### config.mk
export PLATFORM = sky130hd
export DESIGN_NAME = spi_flash_stream_reader_flat
export DESIGN_NICKNAME = d
export VERILOG_FILES = /design/src/rtl/spi_flash_stream_reader_if.sv /design/src/rtl/spi_flash_stream_reader.sv /design/src/flat_wrapper.sv
export SDC_FILE = /design/constraint.sdc
export NUM_CORES = 1
export LEC_CHECK = 0
export ABC_AREA = 1
export BUFFER_PORTS_ARGS = -buffer_cell sky130_fd_sc_hd__clkbuf_2
export CAP_MARGIN = 0
export CORE_ASPECT_RATIO = 0.7
export CORE_MARGIN = 3
export CORE_UTILIZATION = 55
export DETAILED_ROUTE_END_ITERATION = 10
export PLACE_DENSITY_LB_ADDON = 0.05
export SKIP_CTS_REPAIR_TIMING = 1
export SLEW_MARGIN = 10
export SYNTH_ARGS = -nofsm -noshare
export SYNTH_HDL_FRONTEND = slang
export SYNTH_SLANG_ARGS = --single-unit
### constraint.sdc
create_clock -name sys_clk -period 3.92 [get_ports sys_clk]
set_input_delay 0.392 -clock sys_clk [delete_from_list [all_inputs] [get_ports sys_clk]]
set_output_delay 0.392 -clock sys_clk [all_outputs]
set_load 0.005 [all_outputs]
### src/rtl/spi_flash_stream_reader_if.sv
// Flash pin and read-byte stream bundle for spi_flash_stream_reader.
// master = the reader engine, slave = flash pins plus byte consumer side.
interface spi_flash_stream_reader_if;
  logic       sck;
  logic       cs_n;
  logic       mosi;
  logic       miso;
  logic [7:0] rd_data;
  logic       rd_valid;
  logic       rd_ready;

  modport master (
    output sck, cs_n, mosi, rd_data, rd_valid,
    input  miso, rd_ready
  );

  modport slave (
    input  sck, cs_n, mosi, rd_data, rd_valid,
    output miso, rd_ready
  );
endinterface

### src/rtl/spi_flash_stream_reader.sv
// SPI mode-0 NOR flash read engine: runtime address/length, valid/ready byte output
// with SCK stall on backpressure. Define SPI_FLASH_FAST_READ_EN for 0x0B + 8 dummy clocks.
//
// state  | meaning
// IDLE   | cs_n high, waiting for start
// CMD    | shifting out the 8-bit read opcode
// ADDR   | shifting out ADDR_W address bits
// DUMMY  | 8 dummy clocks (fast-read build only)
// DATA   | shifting in bytes, stalling SCK while the holding register is full
// FINISH | cs_n high, waiting for the last byte to be taken before done
module spi_flash_stream_reader #(
  parameter int CLK_DIV = 2,
  parameter int ADDR_W  = 24,
  parameter int LEN_W   = 16
) (
  input  logic                  sys_clk,
  input  logic                  sys_rst,
  input  logic                  start,
  input  logic [ADDR_W-1:0]     start_addr,
  input  logic [LEN_W-1:0]      byte_cnt,
  input  logic                  abort,
  output logic                  busy,
  output logic                  done,
  spi_flash_stream_reader_if.master bus
);

`ifdef SPI_FLASH_FAST_READ_EN
  localparam logic [7:0] RD_CMD = 8'h0B;
`else
  localparam logic [7:0] RD_CMD = 8'h03;
`endif
  localparam int TX_W  = 8 + ADDR_W;
  localparam int DIV_W = $clog2(CLK_DIV);
  localparam int BIT_W = 5;
  localparam logic [DIV_W-1:0] DIV_RLD = DIV_W'(CLK_DIV - 1);

  typedef enum logic [2:0] {
    IDLE,
    CMD,
    ADDR,
`ifdef SPI_FLASH_FAST_READ_EN
    DUMMY,
`endif
    DATA,
    FINISH
  } state_t;

  state_t            state;
  logic [DIV_W-1:0]  div_cnt;
  logic [BIT_W-1:0]  bit_cnt;
  logic [LEN_W-1:0]  rem_cnt;
  logic [TX_W-1:0]   tx_sr;
  logic [7:0]        rx_sr;
  logic              pend;

  always_ff @(posedge sys_clk) begin
    if (sys_rst) begin
      state        <= IDLE;
      busy         <= 1'b0;
      done         <= 1'b0;
      bus.sck      <= 1'b0;
      bus.cs_n     <= 1'b1;
      bus.mosi     <= 1'b0;
      bus.rd_data  <= 8'h00;
      bus.rd_valid <= 1'b0;
      div_cnt      <= '0;
      bit_cnt      <= '0;
      rem_cnt      <= '0;
      tx_sr        <= '0;
      rx_sr        <= '0;
      pend         <= 1'b0;
    end else begin
      done <= 1'b0;
      if (bus.rd_valid && bus.rd_ready) bus.rd_valid <= 1'b0;
      // A captured byte waits in rx_sr until the holding register frees up.
      if (pend && (!bus.rd_valid || bus.rd_ready)) begin
        bus.rd_data  <= rx_sr;
        bus.rd_valid <= 1'b1;
        pend         <= 1'b0;
      end

      if (state != IDLE && abort) begin
        state        <= IDLE;
        busy         <= 1'b0;
        bus.sck      <= 1'b0;
        bus.cs_n     <= 1'b1;
        bus.mosi     <= 1'b0;
        bus.rd_valid <= 1'b0;
        pend         <= 1'b0;
        div_cnt      <= '0;
        bit_cnt      <= '0;
        rem_cnt      <= '0;
      end else begin
        case (state)
          IDLE: begin
            if (start) begin
              if (byte_cnt == '0) begin
                done <= 1'b1;
              end else begin
                busy     <= 1'b1;
                bus.cs_n <= 1'b0;
                tx_sr    <= {RD_CMD, start_addr};
                bus.mosi <= RD_CMD[7];
                rem_cnt  <= byte_cnt;
                bit_cnt  <= BIT_W'(7);
                div_cnt  <= DIV_RLD;
                state    <= CMD;
              end
            end
          end
          FINISH: begin
            if (!bus.rd_valid) begin
              done  <= 1'b1;
              busy  <= 1'b0;
              state <= IDLE;
            end
          end
          default: begin
            if (div_cnt != '0) begin
              div_cnt <= div_cnt - 1'b1;
            end else if (bus.sck) begin
              // Falling edge: present the next opcode/address bit; zeros follow.
              bus.sck  <= 1'b0;
              div_cnt  <= DIV_RLD;
              tx_sr    <= tx_sr << 1;
              bus.mosi <= tx_sr[TX_W-2];
            end else if (state == DATA && rem_cnt == '0) begin
              if (!pend) begin
                bus.cs_n <= 1'b1;
                state    <= FINISH;
              end
            end else if (!pend) begin
              bus.sck <= 1'b1;
              div_cnt <= DIV_RLD;
              rx_sr   <= {rx_sr[6:0], bus.miso};
              if (bit_cnt != '0) begin
                bit_cnt <= bit_cnt - 1'b1;
              end else begin
                bit_cnt <= BIT_W'(7);
                case (state)
                  CMD: begin
                    state   <= ADDR;
                    bit_cnt <= BIT_W'(ADDR_W - 1);
                  end
`ifdef SPI_FLASH_FAST_READ_EN
                  ADDR:  state <= DUMMY;
                  DUMMY: state <= DATA;
`else
                  ADDR:  state <= DATA;
`endif
                  DATA: begin
                    pend    <= 1'b1;
                    rem_cnt <= rem_cnt - 1'b1;
                  end
                  default: ;
                endcase
              end
            end
          end
        endcase
      end
    end
  end

endmodule

### src/flat_wrapper.sv
// flat-port wrapper written by rule: the top's interface ports become plain ports
module spi_flash_stream_reader_flat 
#(
  parameter int CLK_DIV = 2,
  parameter int ADDR_W  = 24,
  parameter int LEN_W   = 16
)
  (sys_clk, sys_rst, start, start_addr, byte_cnt, abort, busy, done, bus_sck, bus_cs_n, bus_mosi, bus_rd_data, bus_rd_valid, bus_miso, bus_rd_ready);
  spi_flash_stream_reader_if bus_i ();
  input  logic sys_clk;
  input  logic sys_rst;
  input  logic start;
  input  logic [ADDR_W-1:0] start_addr;
  input  logic [LEN_W-1:0] byte_cnt;
  input  logic abort;
  output logic busy;
  output logic done;
  output wire logic [$bits(bus_i.sck)-1:0] bus_sck;
  output wire logic [$bits(bus_i.cs_n)-1:0] bus_cs_n;
  output wire logic [$bits(bus_i.mosi)-1:0] bus_mosi;
  output wire logic [$bits(bus_i.rd_data)-1:0] bus_rd_data;
  output wire logic [$bits(bus_i.rd_valid)-1:0] bus_rd_valid;
  input wire logic [$bits(bus_i.miso)-1:0] bus_miso;
  input wire logic [$bits(bus_i.rd_ready)-1:0] bus_rd_ready;
  assign bus_sck = bus_i.sck;
  assign bus_cs_n = bus_i.cs_n;
  assign bus_mosi = bus_i.mosi;
  assign bus_rd_data = bus_i.rd_data;
  assign bus_rd_valid = bus_i.rd_valid;
  assign bus_i.miso = bus_miso;
  assign bus_i.rd_ready = bus_rd_ready;
  spi_flash_stream_reader #(.CLK_DIV(CLK_DIV), .ADDR_W(ADDR_W), .LEN_W(LEN_W)) u_core (.sys_clk(sys_clk), .sys_rst(sys_rst), .start(start), .start_addr(start_addr), .byte_cnt(byte_cnt), .abort(abort), .busy(busy), .done(done), .bus(bus_i));
endmodule
==> impl_metrics.py, run 1 <==
metrics = {
    "status": {
        "status": "finished, final reports clean",
    },
    "detailed_routing": {
        "wl_per_cell_um": 13.0,
        "dr_wl_met2_mm": 4.27,
        "viasPerCell": 5.18,
        "drt-met1-wl_mm": 5.24,
        "wl_met3_um": 894,
        "wirelength_mm": 10.5,
        "first_pass_iters": 7,
        "drtIter0Drc": 295,
        "drtAntennaViolNets": 0,
        "maxUsedRoutingLayer": "met4",
        "drc": 0,
        "vias": 4183,
    },
    "sta": {
        "setup_violations": 0,
        "skew_ns": 0.00919,
        "hold_ws_ns": 0.255,
        "fin_tns_setup_ns": 0,
        "grt_setup_unrepaired": "false",
        "finalCriticalPeriod_ns": 2.33,
        "tightest_slew_ns": 0.528,
        "period_share_pct": 59.4,
        "drv_slew": 0,
        "max_freq_mhz": 429,
        "finalHoldViolations": 0,
        "relSlewSlack_pct": 64.8,
    },
    "run": {
        "drv_cap": 0,
    },
    "yosys": {
        "yosys_warnings": 0,
        "synth.distinct_cells": 33,
        "avgSynthCellArea_um2": 6.38,
        "syn_nets": 708,
        "synth_cells": 659,
        "synth-seq-cells": 79,
        "synthArstFlopShare_pct": 0,
        "syn_area_um2": 4210,
        "ys.flop_type": "dfxtp_1",
        "synth-edff-count": 0,
        "seq_area_frac_synth_pct": 37.6,
    },
    "critical_path": {
        "crit_type": "reg2reg",
        "path_cells": "nor2_4 -> nand2_8 -> nor2_4 -> nand3_4 -> nand2_2 -> nor2_4 -> buf_4 -> inv_2 -> nand2_1 -> a21oi_2",
        "crit_buf_inv": 2,
        "cp_slowest_stage_delay_ns": 0.41,
        "crit_family": "simple AND/OR/NAND/NOR gates",
        "start_kind": "register",
        "worstPathMaxFanout": 54,
        "required_ns": 4.23,
        "worstPathArrival_ns": 2.64,
        "crit_path_end_kind": "register",
        "worst_path_max_delay_cell": "inv_2",
        "crit_top_cell": "nor2_4",
    },
    "cells_and_area": {
        "n_antenna_cell": 0,
        "final_common_cell": "nand2_1",
        "drive_gt1_share_pct": 14.8,
        "n_fill_cell": 700,
        "seq_area_um2": 1580,
        "fin_nets": 754,
        "layout_common_cells": "nand2_1, nor2_1, dfxtp_1",
        "area_growth_pct": 12.1,
        "multiInputGateArea_um2": 2300,
    },
    "clock_tree": {
        "clkTransAtPathRegs_ns": 0.09,
        "htreeDepth": 3,
        "cts.sinks": 79,
        "cts_tree": "done",
        "cts_buffers": 9,
        "cts_max_path_buffers": 2,
        "cts_root_buf": "clkbuf_8",
        "clk_latency_ns": 0.37,
    },
    "floorplanning": {
        "initial_utilization_pct": 57.2,
        "core_area_um2": 7350,
        "io_pins": 60,
        "num_rows": 26,
        "die_y_um": 79.2,
        "die_area_um2": 8750,
        "die_width_um": 111,
    },
    "global_route": {
        "grt_max_degree": 55,
        "grtUsageTotal_pct": 24.8,
        "antenna_found_initial": 0,
        "grt_pass1_vias": 3813,
        "grt-ovfl-total": 0,
        "grt_pass1_wl_mm": 17.9,
    },
    "placement": {
        "hpwlAfterDp_mm": 7.18,
        "portBuffers": 59,
        "globalplace.congestion": 0.927,
    },
    "power_and_ir_drop": {
        "leakagePower_uw": 0.00236,
        "power_density_nw_per_um2": 836,
        "irDropWorstVdd_mv": 0.432,
    },
    "min_path": {
        "hold_path_class": "in2reg",
    },
}
-- cells by family (layout without fill, tap and decap cells) --
| group | after synthesis | count (layout) | share of synthesized area [%] |
|---|---|---|---|
| simple gates | 397 | 397 | 40.0 |
| compound gates | 103 | 103 | 12.8 |
| flops | 79 | 79 | 37.6 |
| buf+inv | 72 | 123 | 7.65 |
| xor+xnor | 5 | 5 | 1.04 |
| fa+ha+maj | 3 | 3 | 0.893 |
-- tightest hold or removal path, delay by kind of cell --
| kind | cells | cell delay (ns) |
|---|---|---|
| buffers and inverters | 1 | 0.07 |
| AND/OR/NAND/NOR | 2 | 0.12 |
-- synthesized netlist by cell type, drive strengths merged (4+ instances only) --
library cell    n  area share (%)
nand2         215              20
nor2          141              14
dfxtp          79              38
o21ai          67             8.1
inv            45             4.0
a21oi          34             4.4
nand3          25             3.7
buf            21             3.1
nand3b          7             1.2
clkbuf          6            0.54
nand4           4            0.59
-- cell type report --
cell class / instances / area share (%)
Inverter: 45 / 3.58
Clock inverter: 7 / 2.04
Clock buffer: 9 / 2.63
Multi-Input combinational cell: 508 / 48.8
Tap cell: 98 / 2.60
Timing Repair Buffer: 62 / 6.74
Sequential cell: 79 / 33.6
-- layer usage --
metal  vias up  track usage, %
met1      1872            35.7
li1       2167               -
met5         -               0
met3        10            7.62
met2       134            36.0
met4         0            6.64
-- flip-flops by register name (all words and copies together), names as in the netlist --
name / flops
u_core.bit_cnt: 5
u_core.bus.cs_n: 1
u_core.bus.mosi: 1
u_core.bus.rd_data: 8
u_core.bus.rd_valid: 1
u_core.bus.sck: 1
u_core.busy: 1
u_core.div_cnt: 1
u_core.done: 1
u_core.pend: 1
u_core.rem_cnt: 16
u_core.rx_sr: 8
u_core.state: 3
u_core.tx_sr: 31
-- stage by stage --
step / power, uW / std cells / setup slack, ns / instance area [um^2] / utilization (%)
3_5_place_dp: 3230 / 792 / 1.61 / 4490 / 61.1
5_1_grt: 4330 / 808 / 1.35 / 4710 / 64.1
3_3_place_gp: 3180 / 792 / 1.68 / 4490 / 61.1
6_report: 3940 / 808 / 1.59 / 4710 / 64.1
4_1_cts: 3920 / 808 / 1.59 / 4710 / 64.1
2_1_floorplan: 2860 / 659 / 2.38 / 4210 / -
-- power by group --
part / total [uW] / internal, uW / switching [uW]
sequential: 1220 / 1040 / 180
clock: 676 / 360 / 315
combinational: 2040 / 642 / 1400
total: 3940 / 2040 / 1890
-- worst paths after layout --
check	start	end	slack, ns	cells after the start
worst max register to register	u_core.state[0]$_SDFFE_PP0P_	u_core.tx_sr[29]$_SDFFE_PP0P_	1.59	10
worst max-delay path	u_core.state[0]$_SDFFE_PP0P_	u_core.tx_sr[29]$_SDFFE_PP0P_	1.59	10
worst min register to register	u_core.rx_sr[7]$_SDFFE_PP0P_	u_core.bus.rd_data[7]$_SDFFE_PP0P_	0.47	2
worst min-delay path	bus_miso	u_core.rx_sr[0]$_SDFFE_PP0P_	0.25	3
Note: power is estimated with default switching activity, not from simulation.
==> run 2: changes to the inputs <==
- CORE_UTILIZATION: 55 -> 52
- clock period: 3.92 -> 2.1 ns (I/O delays scaled with it)
==> run 2 against run 1 <==
  * Sequential power is 87% higher
  * Sequential share of layout area decreased by 1.2 points
  * Count of clock-buffer cells in the layout is the same
  * Register-to-register slack got worse by 1.4 ns
  * Wire length rose by 0.13%
  * Utilization rose by 0.40 points
  * Critical path depth is the same
  * Critical path type unchanged
  * Largest cell class unchanged
  * Largest power group unchanged
  * Highest routed layer unchanged
==> impl_metrics.py, run 2 (synthesized netlist as in run 1, its figures left out) <==
metrics = {
    "sta": {
        "max_freq_mhz": 530,
        "period_share_pct": 89.8,
        "drv_slew": 0,
        "grt_setup_unrepaired": "false",
        "tightest_slew_ns": 0.507,
        "fin_tns_setup_ns": 0,
        "relSlewSlack_pct": 66.2,
        "setup_violations": 0,
        "skew_ns": 0.00554,
        "finalCriticalPeriod_ns": 1.89,
        "finalHoldViolations": 0,
    },
    "power_and_ir_drop": {
        "irDropWorstVdd_mv": 0.797,
        "power_density_nw_per_um2": 1630,
        "leakagePower_uw": 0.00243,
    },
    "global_route": {
        "grt_pass1_wl_mm": 17.6,
        "grt-ovfl-total": 0,
        "grt_pass1_vias": 3748,
        "antenna_found_initial": 0,
        "grt_max_degree": 49,
        "grtUsageTotal_pct": 23.6,
    },
    "critical_path": {
        "worstPathArrival_ns": 2.15,
        "start_kind": "register",
        "required_ns": 2.37,
        "worst_path_max_delay_cell": "dfxtp_1",
        "crit_top_cell": "nor2_4",
        "crit_path_end_kind": "register",
        "path_cells": "nor2_4 -> nand2_8 -> nor2_4 -> nand3_4 -> nand2_2 -> nor2_4 -> inv_2 -> buf_12 -> nand2_1 -> a21oi_2",
        "crit_family": "simple AND/OR/NAND/NOR gates",
        "crit_buf_inv": 2,
        "crit_type": "reg2reg",
        "worstPathMaxFanout": 32,
        "cp_slowest_stage_delay_ns": 0.38,
    },
    "cells_and_area": {
        "largest_reg_flops": 31,
        "drive_gt1_share_pct": 15.3,
        "n_fill_cell": 721,
        "final_area_um2": 4890,
        "layout_common_cells": "nand2_1, nor2_1, dfxtp_1",
        "final_common_cell": "nand2_1",
        "finish.utilization_pct": 64.5,
        "regMostFlops": "u_core.tx_sr",
        "top_regs": "u_core.tx_sr (31), u_core.rem_cnt (16)",
        "n_antenna_cell": 0,
        "area_growth_pct": 16.3,
        "fin_nets": 758,
    },
    "clock_tree": {
        "cts_tree": "done",
        "cts_root_buf": "clkbuf_16",
        "cts_max_path_buffers": 2,
        "cts.sinks": 79,
        "cts_buffers": 9,
        "clk_latency_ns": 0.33,
        "clkTransAtPathRegs_ns": 0.06,
        "htreeDepth": 3,
    },
    "detailed_routing": {
        "drtIter0Drc": 343,
        "viasPerCell": 5.14,
        "wirelength_mm": 10.5,
        "drtAntennaViolNets": 0,
        "drc": 0,
        "first_pass_iters": 5,
        "wl_per_cell_um": 12.9,
        "vias": 4177,
    },
    "run": {
        "drv_cap": 0,
    },
    "placement": {
        "portBuffers": 59,
        "globalplace.congestion": 0.924,
        "placed_cell_area_um2": 4560,
        "hpwlAfterDp_mm": 7.25,
    },
    "floorplanning": {
        "die_y_um": 81.2,
        "io_pins": 60,
        "die_area_um2": 9220,
        "num_rows": 26,
        "die_width_um": 113,
        "initial_utilization_pct": 55.5,
        "core_area_um2": 7580,
    },
    "min_path": {
        "hold_path_class": "in2reg",
    },
    "status": {
        "status": "finished, final reports clean",
    },
}
-- run 2: worst register-to-register path, cell delays in order, from the launching register on --
cell	delay, ns
dfxtp_1	0.38
nor2_4	0.25
nand2_8	0.20
nor2_4	0.15
nand3_4	0.16
nand2_2	0.15
nor2_4	0.06
inv_2	0.07
buf_12	0.17
nand2_1	0.09
a21oi_2	0.14
-- run 2: report_power, final --
group	switching [uW]	internal, uW
Clock	661	1060
Sequential	331	1950
Combinational	2620	1350
Total	3610	4350
-- run 2: area by class of cell --
cell class                      count  area [um^2]  area share [%]
Timing Repair Buffer               66          385            7.88
Inverter                           45          169            3.45
Tap cell                           98          123            2.51
Clock buffer                        9          225            4.61
Sequential cell                    79         1580            32.3
Multi-Input combinational cell    508         2300            47.1
Clock inverter                      7          104            2.12
-- run 2: path summary, 6_finish.rpt --
path / from / to / slack (ns) / cells past startpoint
hold reg to reg: u_core.rx_sr[7]$_SDFFE_PP0P_ / u_core.bus.rd_data[7]$_SDFFE_PP0P_ / 0.46 / 2
hold / removal: bus_miso / u_core.rx_sr[0]$_SDFFE_PP0P_ / 0.10 / 3
setup / recovery: u_core.state[0]$_SDFFE_PP0P_ / u_core.tx_sr[28]$_SDFFE_PP0P_ / 0.21 / 10
setup reg to reg: u_core.state[0]$_SDFFE_PP0P_ / u_core.tx_sr[28]$_SDFFE_PP0P_ / 0.21 / 10
-- run 2: stage by stage --
step / worst slack, ns / total power (uW) / instances / hold WS, ns
after CTS: 0.246 / 7950 / 812 / 0.0945
after floorplan: 0.560 / 5340 / 659 / 0.345
final: 0.215 / 7960 / 812 / 0.103
after global placement: 0.304 / 6130 / 796 / 0.440
after detailed placement: 0.269 / 6200 / 796 / 0.447
after global routing: 0.0452 / 8670 / 812 / 0.128
-- run 2: metal layers --
metal	wire length (um)	part of all wire, %	vias to the layer above	track usage, %
met5	0	0	-	0
met3	744	7.1	6	5.21
met2	4370	42	138	35.0
met1	5290	50	1859	34.8
met4	89	0.85	0	5.88
li1	-	-	2174	-
